### config.mk
export PLATFORM = sky130hd
export DESIGN_NAME = gray_codec_pipe
export DESIGN_NICKNAME = d
export VERILOG_FILES = /design/src/rtl/gray_pkg.sv /design/src/rtl/gray_adj_checker.sv /design/src/rtl/gray_codec_pipe.sv
export SDC_FILE = /design/constraint.sdc
export NUM_CORES = 1
export LEC_CHECK = 0
export BUFFER_PORTS_ARGS = -buffer_cell sky130_fd_sc_hd__buf_2
export CELL_PAD_IN_SITES_DETAIL_PLACEMENT = 1
export CELL_PAD_IN_SITES_GLOBAL_PLACEMENT = 2
export CORE_MARGIN = 8
export CORE_UTILIZATION = 40
export CTS_BUF_LIST = sky130_fd_sc_hd__clkbuf_4
export CTS_CLUSTER_SIZE = 10
export DETAILED_ROUTE_END_ITERATION = 8
export HOLD_SLACK_MARGIN = 0.15
export MAX_ROUTING_LAYER = met4
export PLACE_DENSITY = 0.92
export SKIP_LAST_GASP = 1
export SYNTH_ARGS = -nofsm -noshare
export SYNTH_HDL_FRONTEND = slang
export SYNTH_SLANG_ARGS = --single-unit
### constraint.sdc
create_clock -name SYS_CLK -period 7 [get_ports SYS_CLK]
set_input_delay 1.4 -clock SYS_CLK [delete_from_list [all_inputs] [get_ports SYS_CLK]]
set_output_delay 1.4 -clock SYS_CLK [all_outputs]
set_load 0.05 [all_outputs]
### src/rtl/gray_pkg.sv
// Shared types and width-generic Gray helpers for the Gray codec pipeline.
package gray_pkg;

  // Helpers work on a fixed maximum width; callers zero-extend in and truncate out.
  localparam int unsigned GRAY_MAX_W = 64;
  localparam int unsigned GRAY_CNT_W = 7;

  typedef enum logic {GRAY_ENC = 1'b0, GRAY_DEC = 1'b1} gray_mode_e;

  typedef logic [GRAY_MAX_W-1:0] gray_word_t;
  typedef logic [GRAY_CNT_W-1:0] gray_cnt_t;

  // Binary to Gray; zero upper bits stay zero.
  function automatic gray_word_t bin2gray(input gray_word_t b);
    return b ^ (b >> 1);
  endfunction

  // Gray to binary; zero upper bits contribute nothing to the prefix XOR.
  function automatic gray_word_t gray2bin(input gray_word_t g);
    gray_word_t b;
    b[GRAY_MAX_W-1] = g[GRAY_MAX_W-1];
    for (int i = GRAY_MAX_W - 2; i >= 0; i--) begin
      b[i] = b[i+1] ^ g[i];
    end
    return b;
  endfunction

  // Number of set bits.
  function automatic gray_cnt_t popcount(input gray_word_t w);
    gray_cnt_t n;
    n = '0;
    for (int i = 0; i < GRAY_MAX_W; i++) begin
      n = n + GRAY_CNT_W'(w[i]);
    end
    return n;
  endfunction

endpackage

### src/rtl/gray_adj_checker.sv
// Tracks the last Gray-side word and counts transfers that jump more than one bit.
module gray_adj_checker
  import gray_pkg::*;
#(
  parameter int unsigned WIDTH     = 8,
  parameter int unsigned ERR_CNT_W = 16
) (
  input  logic                 SYS_CLK,
  input  logic                 reset,
  input  logic                 xfer,
  input  logic [WIDTH-1:0]     gw,
  input  logic                 clr_err,
  output logic                 adj_c,
  output logic [ERR_CNT_W-1:0] err_count
);

  logic [WIDTH-1:0] last_gw;
  logic             hist_valid;

  // Flag a transferring word whose distance from the previous one exceeds one bit.
  always_comb begin
    adj_c = 1'b0;
    if (xfer && hist_valid && !clr_err) begin
      adj_c = (popcount(GRAY_MAX_W'(gw ^ last_gw)) > GRAY_CNT_W'(1));
    end
  end

  // History update and saturating error count; a clear re-seeds from the same-cycle word.
  always_ff @(posedge SYS_CLK or negedge reset) begin
    if (!reset) begin
      last_gw    <= '0;
      hist_valid <= 1'b0;
      err_count  <= '0;
    end else begin
      if (clr_err) begin
        err_count <= '0;
      end else if (adj_c && (err_count != '1)) begin
        err_count <= err_count + ERR_CNT_W'(1);
      end
      if (xfer) begin
        last_gw    <= gw;
        hist_valid <= 1'b1;
      end else if (clr_err) begin
        hist_valid <= 1'b0;
      end
    end
  end

endmodule

### src/rtl/gray_codec_pipe.sv
// Two-stage valid/ready binary<->Gray converter with adjacency checking.
module gray_codec_pipe
  import gray_pkg::*;
#(
  parameter int unsigned WIDTH     = 8,
  parameter int unsigned ERR_CNT_W = 16
) (
  input  logic                 SYS_CLK,
  input  logic                 reset,
  input  logic                 in_valid,
  output logic                 in_ready,
  input  logic                 in_mode,
  input  logic [WIDTH-1:0]     in_data,
  output logic                 out_valid,
  input  logic                 out_ready,
  output logic                 out_mode,
  output logic [WIDTH-1:0]     out_data,
  output logic                 out_adj,
  input  logic                 clr_err,
  output logic [ERR_CNT_W-1:0] err_count
);

  logic             s1_valid;
  gray_mode_e       s1_mode;
  logic [WIDTH-1:0] s1_data;

  logic             adv1_c;
  logic             adv2_c;
  logic             xfer_c;
  logic [WIDTH-1:0] result_c;
  logic [WIDTH-1:0] gw_c;
  logic             adj_c;

  // Handshake advance terms and stage-1 conversion.
  always_comb begin
    adv2_c   = !out_valid || out_ready;
    adv1_c   = !s1_valid || adv2_c;
    in_ready = adv1_c;
    xfer_c   = s1_valid && adv2_c;
    if (s1_mode == GRAY_ENC) begin
      result_c = WIDTH'(bin2gray(GRAY_MAX_W'(s1_data)));
      gw_c     = result_c;
    end else begin
      result_c = WIDTH'(gray2bin(GRAY_MAX_W'(s1_data)));
      gw_c     = s1_data;
    end
  end

  // Stage 1: capture the accepted word and its mode.
  always_ff @(posedge SYS_CLK or negedge reset) begin
    if (!reset) begin
      s1_valid <= 1'b0;
      s1_mode  <= GRAY_ENC;
      s1_data  <= '0;
    end else if (adv1_c) begin
      s1_valid <= in_valid;
      if (in_valid) begin
        s1_mode <= gray_mode_e'(in_mode);
        s1_data <= in_data;
      end
    end
  end

  // Stage 2: register the converted word and its adjacency flag.
  always_ff @(posedge SYS_CLK or negedge reset) begin
    if (!reset) begin
      out_valid <= 1'b0;
      out_mode  <= 1'b0;
      out_data  <= '0;
      out_adj   <= 1'b0;
    end else if (adv2_c) begin
      out_valid <= s1_valid;
      if (s1_valid) begin
        out_mode <= s1_mode;
        out_data <= result_c;
        out_adj  <= adj_c;
      end
    end
  end

  gray_adj_checker #(
    .WIDTH     (WIDTH),
    .ERR_CNT_W (ERR_CNT_W)
  ) u_adj (
    .SYS_CLK   (SYS_CLK),
    .reset     (reset),
    .xfer      (xfer_c),
    .gw        (gw_c),
    .clr_err   (clr_err),
    .adj_c     (adj_c),
    .err_count (err_count)
  );

endmodule

Yosys cells after proc, flatten, opt, wreduce, memory -nomap -nowiden:

Index checks and enable logic that the tools add are counted.

* add/sub/neg operators: 64
* magnitude comparators: 1
* equal/unequal tests: 1
* muxes and demuxes: 7
* bitwise logic cells: 9
* reduce and logical (&&, ||, !) cells: 13

Operators with widths (count)
* adder 7 x 1 -> 7 bit (second input constant): 56
* adder 7 x 1 -> 7 bit: 6
* two-way mux 16 bit: 2
* adder 16 x 1 -> 16 bit (second input constant): 1
* two-way mux 8 bit: 2
* inequality test 16 bit (second input constant): 1
* bitwise XOR 8 x 7 -> 8 bit: 1
* bitwise XOR 8 bit: 1
* > comparator 7 x 1 -> 1 bit (second input constant): 1
* bitwise XOR 1 bit: 7
* logical AND 1 bit: 4
* AND reduction 2 bit: 2
* nonzero test 2 bit: 2
* zero test 1 bit: 3
* two-way mux 1 bit: 3
* adder 1 x 1 -> 2 bit: 1
* logical OR 1 bit: 2

* flip-flop bits (word level): 46
* input port bits: 14
* output and inout bits: 28
* word-level logic and storage cells: 105

Depth between registers and ports, before layout:

Gate-level depths: netlist (run 1).

* depth after elaboration: 71
* depth in mapped cells: 16

Modules after synthesis:

From an unflattened synthesis (run 1), not the netlist that was laid out.

* cell total of the unflattened synthesis: 235
* area total of the unflattened synthesis: 2527.4 um^2

By module, submodules not included
* gray_adj_checker: times used 1, cells each 136, area each 1435.1 um^2, seq. area each 625.6 um^2
* gray_codec_pipe: times used 1, cells each 99, area each 1092.3 um^2, seq. area each 525.5 um^2

Worst setup path before layout (run 1):

OpenSTA, ideal clock, no wires.

* kind: flip-flop to flip-flop
* start point: reg s1_mode
* end point: reg u_adj.err_count[1]
* library setup time: 0.125 ns
* data arrival time: 4.510 ns
* required time: 6.875 ns
* path slack: 2.365 ns
* cell stages (with the launch flop): 17
* buffers on the path: 2
* period minus slack after synthesis: 4.635 ns
* cell sequence: dfrtp_1 -> clkbuf_1 -> nor2b_1 -> xnor2_1 -> xnor2_1 -> ha_1 -> fa_1 -> inv_1 -> fa_1 -> fa_1 -> fa_1 -> or3b_1 -> o22ai_2 -> and2_1 -> buf_4 -> nor2_1 -> mux2_4

* word-level cells in the longest chain between the ends: 69

Ends and longest elaborated chain
* start, declared: RTL line gray_codec_pipe.sv:24 `gray_mode_e s1_mode;`
* start signal, assigned: RTL line gray_codec_pipe.sv:58 `s1_mode <= gray_mode_e'(in_mode);`
* two-way mux 8 bit (*): RTL line gray_codec_pipe.sv:40 `if (s1_mode == GRAY_ENC) begin`
* bitwise XOR 8 bit (*): RTL line gray_adj_checker.sv:24 `adj_c = (popcount(GRAY_MAX_W'(gw ^ last_gw)) > GRAY_CNT_W'(1));`
* adder 1 x 1 -> 2 bit: RTL line gray_pkg.sv:33 `n = n + GRAY_CNT_W'(w[i]);`
* adder 7 x 1 -> 7 bit (5 in a row): RTL line gray_pkg.sv:33
* adder 7 x 1 -> 7 bit (*) (57 in a row): RTL line gray_pkg.sv:33
* > comparator 7 x 1 -> 1 bit (*): RTL line gray_adj_checker.sv:24
* two-way mux 1 bit (*): RTL line gray_adj_checker.sv:23 `if (xfer && hist_valid && !clr_err) begin`
* logical AND 1 bit (*): RTL line gray_adj_checker.sv:37 `end else if (adj_c && (err_count != '1)) begin`
* nonzero test 2 bit (no source line) (*)
* end signal, assigned: RTL line gray_adj_checker.sv:38 `err_count <= err_count + ERR_CNT_W'(1);`
* end, declared: RTL line gray_adj_checker.sv:14 `output logic [ERR_CNT_W-1:0] err_count`

Mark *: on every way between the ends. The rest lies on a longest branch, timed or not.
A chain may end at the register's enable or synchronous reset.

Final worst setup path (run 1):

Same ends and word-level chain as after synthesis.

==> results of run 1 <==
## state kept, by name, indices dropped and copies added (netlist names)
signal and count:
u_adj.err_count 16, out_data 8, s1_data 8, u_adj.last_gw 7, out_adj 1, out_mode 1, out_valid 1, s1_mode 1
s1_valid 1, u_adj.hist_valid 1
## final cells by class
class	instances	area share (%)
Multi-Input combinational cell	176	47.0
Sequential cell	45	39.2
Timing Repair Buffer	41	7.15
Tap cell	77	3.36
Clock buffer	6	1.57
Inverter	9	1.18
Clock inverter	2	0.523
## per-layer routing
| layer | share of wire (%) | global-route usage, % | vias up |
|---|---|---|---|
| li1 | - | - | 921 |
| met1 | 45 | 17.3 | 944 |
| met2 | 50 | 22.9 | 34 |
| met3 | 4.4 | 3.12 | 4 |
| met4 | 0.64 | 3.07 | 0 |
| met5 | 0 | - | - |
## placed cells by master, fill, tap and decap left out, types with 2 or more instances in the layout
| cell type | count |
|---|---|
| mux2_2 | 13 |
| xnor2_1 | 23 |
| o41ai_1 | 3 |
| nor2_1 | 6 |
| o31ai_1 | 5 |
| clkbuf_4 | 6 |
| nand2b_1 | 2 |
| nand3_1 | 5 |
| a21o_1 | 2 |
| nand3_2 | 2 |
| dfrtp_1 | 45 |
| o21ai_1 | 2 |
| o21ai_0 | 15 |
| a21oi_1 | 11 |
| inv_1 | 9 |
| or3_1 | 2 |
| xnor3_1 | 2 |
| buf_2 | 41 |
| nand4_1 | 7 |
| nor2b_1 | 8 |
| and4_1 | 3 |
| fa_1 | 4 |
| ha_1 | 4 |
| or2_2 | 3 |
| nand2_1 | 26 |
| o311ai_0 | 2 |
| clkinvlp_4 | 2 |
| xor2_1 | 6 |
| or4_1 | 7 |
## worst max path at each step
stage,slack (ns),cells past startpoint,to
2_1_floorplan,2.36,16,u_adj.err_count[1]
3_3_place_gp,2.22,14,u_adj.err_count[1]
3_5_place_dp,1.93,14,u_adj.err_count[1]
4_1_cts,1.91,14,u_adj.err_count[1]
5_1_grt,1.68,14,u_adj.err_count[1]
6_report,1.92,14,u_adj.err_count[1]
## power groups by stage
stage,Clock [W],Sequential [W],Combinational [W]
global route,0.000151,0.000359,0.000814
finish,0.000132,0.000350,0.000738
floorplan,0,0.000433,0.000533
CTS,0.000140,0.000351,0.000748
global placement,0,0.000353,0.000702
detailed placement,0,0.000356,0.000747
## through the flow
step	total power, W	hold WS [ns]	worst slack, ns	std cells
CTS	0.00124	0.504	1.91	356
floorplan	0.000966	0.469	2.36	242
global placement	0.00106	0.457	2.22	348
global route	0.00132	0.553	1.68	356
finish	0.00122	0.498	1.92	356
detailed placement	0.00110	0.471	1.93	348
## worst max-delay path: cells and delay by family (launching register included)
| family | cells | cell delay [ns] |
|---|---|---|
| xor gates and xnor gates | 2 | 0.42 |
| AOI/OAI and AO/OA | 1 | 0.22 |
| DFF | 1 | 0.62 |
| and+or+nand+nor | 4 | 1.09 |
| muxes | 1 | 0.31 |
| buffers and inverters | 1 | 0.06 |
| adders and majority gates | 5 | 2.25 |
## cell families (layout without fill, tap and decap cells)
logic type	after synthesis	in the layout	share of synthesized area [%]
compound gates	44	44	11.5
xor+xnor	31	31	11.6
fa+ha+maj	8	8	5.06
buf+inv	21	58	3.74
flops	45	45	43.8
mux	14	14	6.27
simple gates	79	79	18.0
==> flow_metrics.env, run 1 <==
export IMPL_cp_max_fo=15
export IMPL_core_um2=6280
export IMPL_ys_seq_elements=45
export IMPL_grt_max_degree=46
export IMPL_rows=29
export IMPL_multi_input_area_um2=1350
export IMPL_num_vias=1903
export IMPL_rsz0062_at_grt="false"
export IMPL_timing_final_crit_period_ns=5.08
export IMPL_cts_setup_buffers=0
export IMPL_fp_dieArea_um2=9250
export IMPL_cp_slowest_cell="dfrtp_1"
export IMPL_r2r_slack_ns=1.92
export IMPL_whs_endpoint="out_data[2]"
export IMPL_cts_clk_slew_worst_paths_ns=0.14
export IMPL_place_area_um2=2810
export IMPL_cts_sinks=45
export IMPL_yosysMostFrequentCell="dfrtp_1"
export IMPL_stdcell_area_um2=2870
export IMPL_final_hold_viol_count=0
export IMPL_ir_drop_mv=0.312
export IMPL_die_h_um=96.2
export IMPL_synth_cell_types=44
export IMPL_crit_top_cell="fa_1"
export IMPL_layout_drive_gt1_share_pct=26.5
export IMPL_crit_arrival_ns=5.34
export IMPL_grt_pass1_wl_um=9900
export IMPL_synth_area_um2=2570
export IMPL_wl_um=5890
export IMPL_h_tree_depth=2
export IMPL_antenna_found_initial=0
export IMPL_cts_tree="built"
export IMPL_synth_area_leaders="dfrtp_1, xnor2_1, mux2_2, nand2_1, fa_1"
export IMPL_finClkSkew_ns=0.0145
export IMPL_clock_power_share_pct=10.8
export IMPL_post_route_drc_count=0
export IMPL_regArea_um2=1130
export IMPL_cts_hold_buf=0
export IMPL_async_reset_ff_share_pct=100
export IMPL_ys_warnings_count=0
export IMPL_dr_first_iter_drc_count=34
export IMPL_r2r_start="s1_mode"
export IMPL_final_antenna_net_count=0
export IMPL_period_share_pct=72.5
export IMPL_min_from="out_data[2]"
export IMPL_cts_root_buf="clkbuf_4"
export IMPL_hold_depth=2
export IMPL_reg2reg_depth=14
export IMPL_dpl_hpwl_um=4480
export IMPL_startpoint_type="flip-flop"
export IMPL_grt_ovfl_total=0
export IMPL_internal_power_w=0.000609
export IMPL_gp_congestion=0.804
export IMPL_startpoint="s1_mode"
export IMPL_fin_tns_setup_ns=0
export IMPL_worstReg2RegEnd="u_adj.err_count[1]"
export IMPL_switching_share_pct=50.1
export IMPL_io_pins=42
export IMPL_clock_path_buffers=2
export IMPL_synth_ff_type="dfrtp_1"
export IMPL_drt_pass1_iterations=4
export IMPL_synth_area_leader_cell="dfrtp_1"
export IMPL_max_freq_mhz=197
export IMPL_combPwrFrac_pct=60.4
export IMPL_utilization_pct=45.7
export IMPL_clk_insertion_delay_late_ns=0.36
export IMPL_nets=300
export IMPL_start_util_pct=41.0
export IMPL_syn_nets=264
export IMPL_crit_type="reg2reg"
export IMPL_cts_resized=0
export IMPL_worst_ep_required_time_ns=7.26
export IMPL_min_path_type="reg2reg"
export IMPL_port_buffer_count=41
export IMPL_p_sw_w=0.000612
export IMPL_outcome="completed"
export IMPL_viasPerCell=5.35
export IMPL_max_cap_violations=0
export IMPL_p_leak_nw=1.25
export IMPL_synth_common_cells="dfrtp_1, nand2_1, xnor2_1"
export IMPL_n_antenna_cell=0
export IMPL_max_stage_delay_ns=0.62
export IMPL_wl_per_cell_um=16.6
export IMPL_synth_area_per_cell_um2=10.6
export IMPL_slew_headroom_pct=32.0
export IMPL_synthCells=242
export IMPL_worst_pin_slew_ns=1.02
export IMPL_p_per_area_nw_per_um2=425
export IMPL_setup_viol=0
export IMPL_cp_end_kind="flip-flop"
export IMPL_fill_cells=746
export IMPL_area_delta_synth_final_pct=11.6
export IMPL_crit_chain="nor2b_1 -> xnor2_1 -> xnor2_1 -> ha_1 -> fa_1 -> inv_1 -> fa_1 -> fa_1 -> fa_1 -> or3b_1 -> o22ai_2 -> and2_1 -> nor2_1 -> mux2_4"
export IMPL_grt_pass1_vias=2024
export IMPL_die_w_um=96.2
export IMPL_cts_made_buffers=5
export IMPL_netlist_area_leader_share_pct=43.8
export IMPL_synth_edf_count=0
export IMPL_pwr_share_seq_pct=28.7
export IMPL_finalMaxSlewViolations=0
export IMPL_synth_seq_area_share_pct=43.8
export IMPL_track_usage_pct=14.0
Note: power is estimated with default switching activity, not from simulation.
==> run 2: changes to the inputs <==
--- a/config.mk
+++ b/config.mk
@@ -9,13 +9,13 @@
 export CELL_PAD_IN_SITES_DETAIL_PLACEMENT = 1
 export CELL_PAD_IN_SITES_GLOBAL_PLACEMENT = 2
 export CORE_MARGIN = 8
-export CORE_UTILIZATION = 40
+export CORE_UTILIZATION = 37
 export CTS_BUF_LIST = sky130_fd_sc_hd__clkbuf_4
 export CTS_CLUSTER_SIZE = 10
 export DETAILED_ROUTE_END_ITERATION = 8
 export HOLD_SLACK_MARGIN = 0.15
 export MAX_ROUTING_LAYER = met4
-export PLACE_DENSITY = 0.92
+export PLACE_DENSITY = 0.86
 export SKIP_LAST_GASP = 1
 export SYNTH_ARGS = -nofsm -noshare
 export SYNTH_HDL_FRONTEND = slang
==> constraint.sdc (replaced) <==
create_clock -name SYS_CLK -period 4.8 [get_ports SYS_CLK]
set_input_delay 0.96 -clock SYS_CLK [delete_from_list [all_inputs] [get_ports SYS_CLK]]
set_output_delay 0.96 -clock SYS_CLK [all_outputs]
set_load 0.05 [all_outputs]
==> run 2 against run 1 <==
  * Sequential share of layout area fell by 1.0 points
  * Non-clock buffer count is 4 higher
  * Sequential power is 46% higher
  * Final cell count increased by 2.0%
  * Highest routed layer unchanged
==> flow_metrics.env, run 2 (synthesized netlist as in run 1, its figures left out) <==
export IMPL_worst_pin_slew_ns=1.04
export IMPL_cp_max_fo=8
export IMPL_outcome="completed"
export IMPL_gp_congestion=0.764
export IMPL_n_antenna_cell=0
export IMPL_cts_tree="built"
export IMPL_die_h_um=99.4
export IMPL_fp_dieArea_um2=9880
export IMPL_drt_pass1_iterations=6
export IMPL_utilization_pct=43.6
export IMPL_layout_common_cells="dfrtp_1, buf_2, nand2_1"
export IMPL_crit_arrival_ns=4.88
export IMPL_clock_path_buffers=2
export IMPL_layout_commonest_cell="dfrtp_1"
export IMPL_rows=30
export IMPL_core_um2=6760
export IMPL_layout_drive_gt1_share_pct=27.9
export IMPL_setup_viol=0
export IMPL_max_freq_mhz=217
export IMPL_period_share_pct=95.8
export IMPL_regMostFlops="u_adj.err_count"
export IMPL_area_delta_synth_final_pct=14.6
export IMPL_dpl_hpwl_um=4580
export IMPL_max_cap_violations=0
export IMPL_fill_cells=792
export IMPL_grt_max_degree=46
export IMPL_total_power_w=0.00191
export IMPL_cts_root_buf="clkbuf_4"
export IMPL_slew_headroom_pct=30.8
export IMPL_crit_top_cell="fa_1"
export IMPL_worstReg2RegEnd="u_adj.err_count[12]"
export IMPL_cts_sinks=45
export IMPL_p_per_area_nw_per_um2=649
export IMPL_start_util_pct=38.1
export IMPL_dr_first_iter_drc_count=52
export IMPL_p_leak_nw=1.30
export IMPL_viasPerCell=5.29
export IMPL_reg2reg_depth=15
export IMPL_startpoint="s1_data[1]"
export IMPL_worstSetupEndpoint="u_adj.err_count[12]"
export IMPL_cts_made_buffers=5
export IMPL_grt_pass1_vias=1958
export IMPL_r2r_slack_ns=0.20
export IMPL_crit_chain="nor2b_1 -> xnor2_1 -> xnor2_1 -> ha_1 -> fa_1 -> inv_1 -> fa_1 -> fa_1 -> fa_1 -> inv_1 -> o22ai_2 -> and2_2 -> buf_4 -> or4_1 -> a21oi_1"
export IMPL_port_buffer_count=41
export IMPL_antenna_found_initial=0
export IMPL_worst_ep_required_time_ns=5.08
export IMPL_finalMaxSlewViolations=0
export IMPL_r2r_start="s1_data[1]"
export IMPL_crit_type="reg2reg"
export IMPL_grt_pass1_wl_um=10200
export IMPL_num_vias=1919
export IMPL_wl_um=6030
export IMPL_max_stage_delay_ns=0.53
export IMPL_final_antenna_net_count=0
export IMPL_largest_reg_flops=16
export IMPL_reg_largest_list="u_adj.err_count x16, out_data x8, s1_data x8"
export IMPL_stdcell_area_um2=2950
export IMPL_finClkSkew_ns=0.0117
export IMPL_nets=304
export IMPL_post_route_drc_count=0
export IMPL_cts_clk_slew_worst_paths_ns=0.14
export IMPL_hold_slack_ns=0.489
export IMPL_startpoint_type="flip-flop"
export IMPL_hold_depth=2
export IMPL_wl_per_cell_um=16.6
export IMPL_io_pins=42
export IMPL_cts_hold_buf=0
export IMPL_timing_final_crit_period_ns=4.60
export IMPL_final_hold_viol_count=0
export IMPL_cp_end_kind="flip-flop"
export IMPL_h_tree_depth=2
export IMPL_min_path_type="reg2reg"
export IMPL_place_area_um2=2840
export IMPL_track_usage_pct=13.1
export IMPL_grt_ovfl_total=0
export IMPL_ir_drop_mv=0.379
export IMPL_cp_slowest_cell="fa_1"
export IMPL_clk_insertion_delay_late_ns=0.35
export IMPL_die_w_um=99.4
[run 2: cell types whose count changed in the layout (fill, tap and decap cells not counted), sizes merged]
| cell | delta |
|---|---|
| clkbuf | -1 |
| bufinv | +2 |
| clkinv | +1 |
| buf | +4 |
| clkinvlp | -2 |
[run 2: critical path, delay by kind of cell (launching register included)]
family                     cells  cell delay (ns)
adders and majority gates      5             2.16
DFF                            1             0.47
and+or+nand+nor                3             0.95
buffers and inverters          3             0.30
xor gates and xnor gates       2             0.40
AOI/OAI and AO/OA              2             0.27
[run 2: how the worst min path moves through the flow]
| stage | from | end | slack, ns |
|---|---|---|---|
| global placement | out_data[1] | out_data[1] | 0.46 |
| floorplan | u_adj.last_gw[3] | u_adj.last_gw[3] | 0.47 |
| detailed placement | out_data[1] | out_data[1] | 0.46 |
| global route | out_data[1] | out_data[1] | 0.53 |
| finish | out_data[1] | out_data[1] | 0.49 |
| CTS | out_data[1] | out_data[1] | 0.50 |
[run 2: metal layers]
layer  global-route usage [%]  part of all wire (%)  up-vias
li1                         -                     -      935
met1                     18.4                    52      954
met2                     19.4                    46       28
met3                     1.96                   1.8        2
met4                     3.38                  0.66        0
met5                        -                     0        -
[run 2: cell type report]
type | instances | area (um2) | share of cell area (%)
Clock buffer | 5 | 37.5 | 1.27
Clock inverter | 3 | 65.1 | 2.21
Inverter | 9 | 33.8 | 1.15
Multi-Input combinational cell | 176 | 1350 | 45.8
Sequential cell | 45 | 1130 | 38.2
Tap cell | 80 | 100 | 3.39
Timing Repair Buffer | 45 | 235 | 7.98
[run 2: stage by stage]
stage | setup TNS (ns) | cells | worst slack, ns
finish | 0 | 363 | 0.200
detailed placement | 0 | 354 | 0.126
CTS | 0 | 362 | 0.114
global route | -0.0123 | 363 | -0.0123
floorplan | 0 | 242 | 0.165
global placement | 0 | 354 | 0.254
[run 2: repair_timing]
action	4_1_cts	5_1_grt
endpoints found under the hold margin	0	0
buffers inserted	0	1
gates resized for setup	0	1
setup endpoints to repair	0	5
[run 2: where the power goes]
part | switching [W] | internal [W] | leakage (nW)
sequential | 0.0000617 | 0.000449 | 0.569
clock | 0.000126 | 0.000161 | 0.0552
combinational | 0.000693 | 0.000423 | 0.675
==> run 3: changes to the inputs <==
--- a/config.mk
+++ b/config.mk
@@ -19,4 +19,5 @@
 export SKIP_LAST_GASP = 1
 export SYNTH_ARGS = -nofsm -noshare
 export SYNTH_HDL_FRONTEND = slang
+export SYNTH_HIERARCHICAL = 1
 export SYNTH_SLANG_ARGS = --single-unit
==> run 3 against run 2 <==
  * Clock skew rose by 0.00062 ns
  * Sequential share of layout area rose by 1.9 points
  * Die area fell by 1.5%
  * Fmax rose by 7.7%
  * Critical path depth fell by 1
  * Design area fell by 2.5%
  * First-iteration DRC count fell by 1.9%
  * Combinational power fell by 23%
  * Synthesized area fell by 1.8%
  * Worst setup slack improved by 0.33 ns
  * Sequential power rose by 3%
  * Highest routed layer unchanged
  * Global-route usage fell by 0.63 points
==> flow_metrics.env, run 3 <==
export IMPL_worst_ep_required_time_ns=5.10
export IMPL_rsz0062_at_grt="false"
export IMPL_final_cells=357
export IMPL_startpoint_type="flip-flop"
export IMPL_synth_ff_type="dfrtp_1"
export IMPL_slew_headroom_pct=30.4
export IMPL_fin_tns_setup_ns=0
export IMPL_clk_insertion_delay_late_ns=0.36
export IMPL_max_cap_violations=0
export IMPL_crit_arrival_ns=4.57
export IMPL_syn_nets=257
export IMPL_wl_um=5620
export IMPL_n_antenna_cell=0
export IMPL_layout_commonest_cell="dfrtp_1"
export IMPL_netlist_area_leader_share_pct=45.5
export IMPL_grt_max_degree=47
export IMPL_cp_max_fo=20
export IMPL_worstReg2RegEnd="u_adj/err_count[8]"
export IMPL_synth_cell_types=44
export IMPL_yosysMostFrequentCell="dfrtp_1"
export IMPL_grt_pass1_vias=2013
export IMPL_drt_pass1_iterations=4
export IMPL_min_path_type="reg2reg"
export IMPL_p_leak_nw=1.31
export IMPL_layout_common_cells="dfrtp_1, buf_2, nand2_1"
export IMPL_clock_path_buffers=2
export IMPL_die_h_um=98.7
export IMPL_ys_seq_elements=46
export IMPL_cts_hold_buf=0
export IMPL_synth_edf_count=0
export IMPL_nets=298
export IMPL_num_vias=1893
export IMPL_synth_area_leaders="dfrtp_1, xnor2_1, nand2_1, mux2_1, mux2_2"
export IMPL_fill_cells=788
export IMPL_combPwrFrac_pct=52.7
export IMPL_dpl_hpwl_um=4140
export IMPL_p_per_area_nw_per_um2=567
export IMPL_r2r_slack_ns=0.53
export IMPL_crit_chain="inv_2 -> nand2_1 -> xnor2_1 -> xor2_1 -> fa_1 -> fa_1 -> ha_1 -> inv_1 -> fa_1 -> nand2_1 -> o211a_1 -> nand3_2 -> or4_1 -> a21oi_1"
export IMPL_fp_dieArea_um2=9730
export IMPL_p_sw_w=0.000707
export IMPL_crit_top_cell="fa_1"
export IMPL_cts_setup_buffers=0
export IMPL_cts_tree="built"
export IMPL_multi_input_area_um2=1300
export IMPL_crit_type="reg2reg"
export IMPL_max_freq_mhz=234
export IMPL_worst_pin_slew_ns=1.04
export IMPL_cp_end_kind="flip-flop"
export IMPL_start_util_pct=37.6
export IMPL_cts_root_buf="clkbuf_4"
export IMPL_synth_area_leader_cell="dfrtp_1"
export IMPL_synth_area_um2=2530
export IMPL_synthCells=235
export IMPL_wl_per_cell_um=15.7
export IMPL_grt_pass1_wl_um=9910
export IMPL_setup_viol=0
export IMPL_rows=30
export IMPL_ys_warnings_count=6
export IMPL_io_pins=42
export IMPL_internal_power_w=0.000923
export IMPL_r2r_start="s1_mode"
export IMPL_clock_power_share_pct=15.1
export IMPL_area_delta_synth_final_pct=13.8
export IMPL_cts_sinks=46
export IMPL_outcome="completed"
export IMPL_min_from="out_data[0]"
export IMPL_async_reset_ff_share_pct=100
export IMPL_die_w_um=98.7
export IMPL_dr_first_iter_drc_count=51
export IMPL_final_hold_viol_count=0
export IMPL_cp_slowest_cell="fa_1"
export IMPL_dp_cells=349
export IMPL_antenna_found_initial=0
export IMPL_post_route_drc_count=0
export IMPL_reg2reg_depth=14
export IMPL_cts_resized=0
export IMPL_synth_common_cells="dfrtp_1, nand2_1, xnor2_1"
export IMPL_grt_ovfl_total=0
export IMPL_timing_final_crit_period_ns=4.27
export IMPL_port_buffer_count=41
export IMPL_layout_drive_gt1_share_pct=24.9
export IMPL_regMostFlops="u_adj/err_count"
export IMPL_max_stage_delay_ns=0.55
export IMPL_period_share_pct=89.0
export IMPL_switching_share_pct=43.4
export IMPL_cts_clk_slew_worst_paths_ns=0.15
export IMPL_finalMaxSlewViolations=0
export IMPL_pwr_share_seq_pct=32.2
export IMPL_final_antenna_net_count=0
export IMPL_track_usage_pct=12.5
export IMPL_finClkSkew_ns=0.0123
export IMPL_h_tree_depth=2
export IMPL_whs_endpoint="out_data[0]"
export IMPL_cts_made_buffers=5
export IMPL_regArea_um2=1150
export IMPL_synth_area_per_cell_um2=10.8
export IMPL_viasPerCell=5.30
export IMPL_gp_congestion=0.756
export IMPL_ir_drop_mv=0.251
export IMPL_hold_depth=2
export IMPL_startpoint="s1_mode"
export IMPL_synth_seq_area_share_pct=45.5
export IMPL_largest_reg_flops=16
export IMPL_core_um2=6720
run 3: cell count changes after synthesis, moves of 3 or more:
| cell | before | now |
|---|---|---|
| o41ai_1 | 3 | 0 |
| nand2_1 | 26 | 31 |
| mux2_1 | 0 | 9 |
| xnor2_1 | 23 | 15 |
| nand3b_1 | 0 | 3 |
| o31ai_1 | 5 | 8 |
| nor2b_1 | 8 | 3 |
| o21ai_1 | 2 | 5 |
| mux2_2 | 13 | 9 |
| or3_1 | 2 | 5 |
| o21ai_0 | 15 | 7 |
run 3: per-stage QoR:
step           cell area [um2]  util, %  power [W]  hold slack [ns]  worst slack [ns]
2_1_floorplan             2530        -    0.00124            0.457             0.719
3_3_place_gp              2790     41.6    0.00137            0.461             0.687
3_5_place_dp              2790     41.6    0.00141            0.471             0.538
4_1_cts                   2880     42.8    0.00167            0.504             0.489
5_1_grt                   2880     42.8    0.00181            0.526             0.230
6_report                  2880     42.8    0.00163            0.500             0.530
run 3: area by class of cell:
type                    count  share of cell area (%)
inverters                   9                    1.17
flip-flops and latches     46                    40.0
well taps                  80                    3.48
repair buffers             42                    7.40
clock buffers               5                    1.31
clock inverters             3                    1.52
multi-input cells         172                    45.1
run 3: layer usage:
metal / wire, um / vias to the layer above / GRT usage [%]
met5: 0 / - / -
met4: 76 / 0 / 4.25
met3: 180 / 6 / 2.26
met2: 2800 / 31 / 20.4
met1: 2570 / 953 / 15.3
li1: - / 903 / -
run 3: worst max-delay path by stage:
stage | to | slack [ns] | depth (start not counted)
2_1_floorplan | u_adj/err_count[11] | 0.72 | 16
3_3_place_gp | u_adj/err_count[6] | 0.69 | 14
3_5_place_dp | u_adj/err_count[8] | 0.54 | 14
4_1_cts | u_adj/err_count[8] | 0.49 | 14
5_1_grt | u_adj/err_count[8] | 0.23 | 14
6_report | u_adj/err_count[8] | 0.53 | 14
run 3: kinds of logic after synthesis:
| kind of cell | after synthesis | share of synthesized area [%] |
|---|---|---|
| fa+ha+maj | 8 | 5.15 |
| buf+inv | 17 | 3.17 |
| compound gates | 39 | 9.70 |
| mux | 20 | 8.81 |
| simple gates | 79 | 16.9 |
| xor+xnor | 26 | 10.7 |
| flops | 46 | 45.5 |
run 3: power groups by stage:
| stage | registers [W] | logic (W) | clock network, W |
|---|---|---|---|
| floorplan | 0.000636 | 0.000600 | 0 |
| global placement | 0.000529 | 0.000844 | 0 |
| detailed placement | 0.000534 | 0.000873 | 0 |
| CTS | 0.000526 | 0.000884 | 0.000255 |
| global route | 0.000538 | 0.000998 | 0.000270 |
| finish | 0.000525 | 0.000859 | 0.000246 |
run 3: critical path: cells and delay by family (launching register included):
kind,cells,cell delay (ns)
flip-flops,1,0.50
AO/OA/AOI/OAI,2,0.35
adder cells (fa/ha/maj),4,1.61
buffers and inverters,2,0.25
XOR/XNOR,2,0.47
AND/OR/NAND/NOR,4,1.02
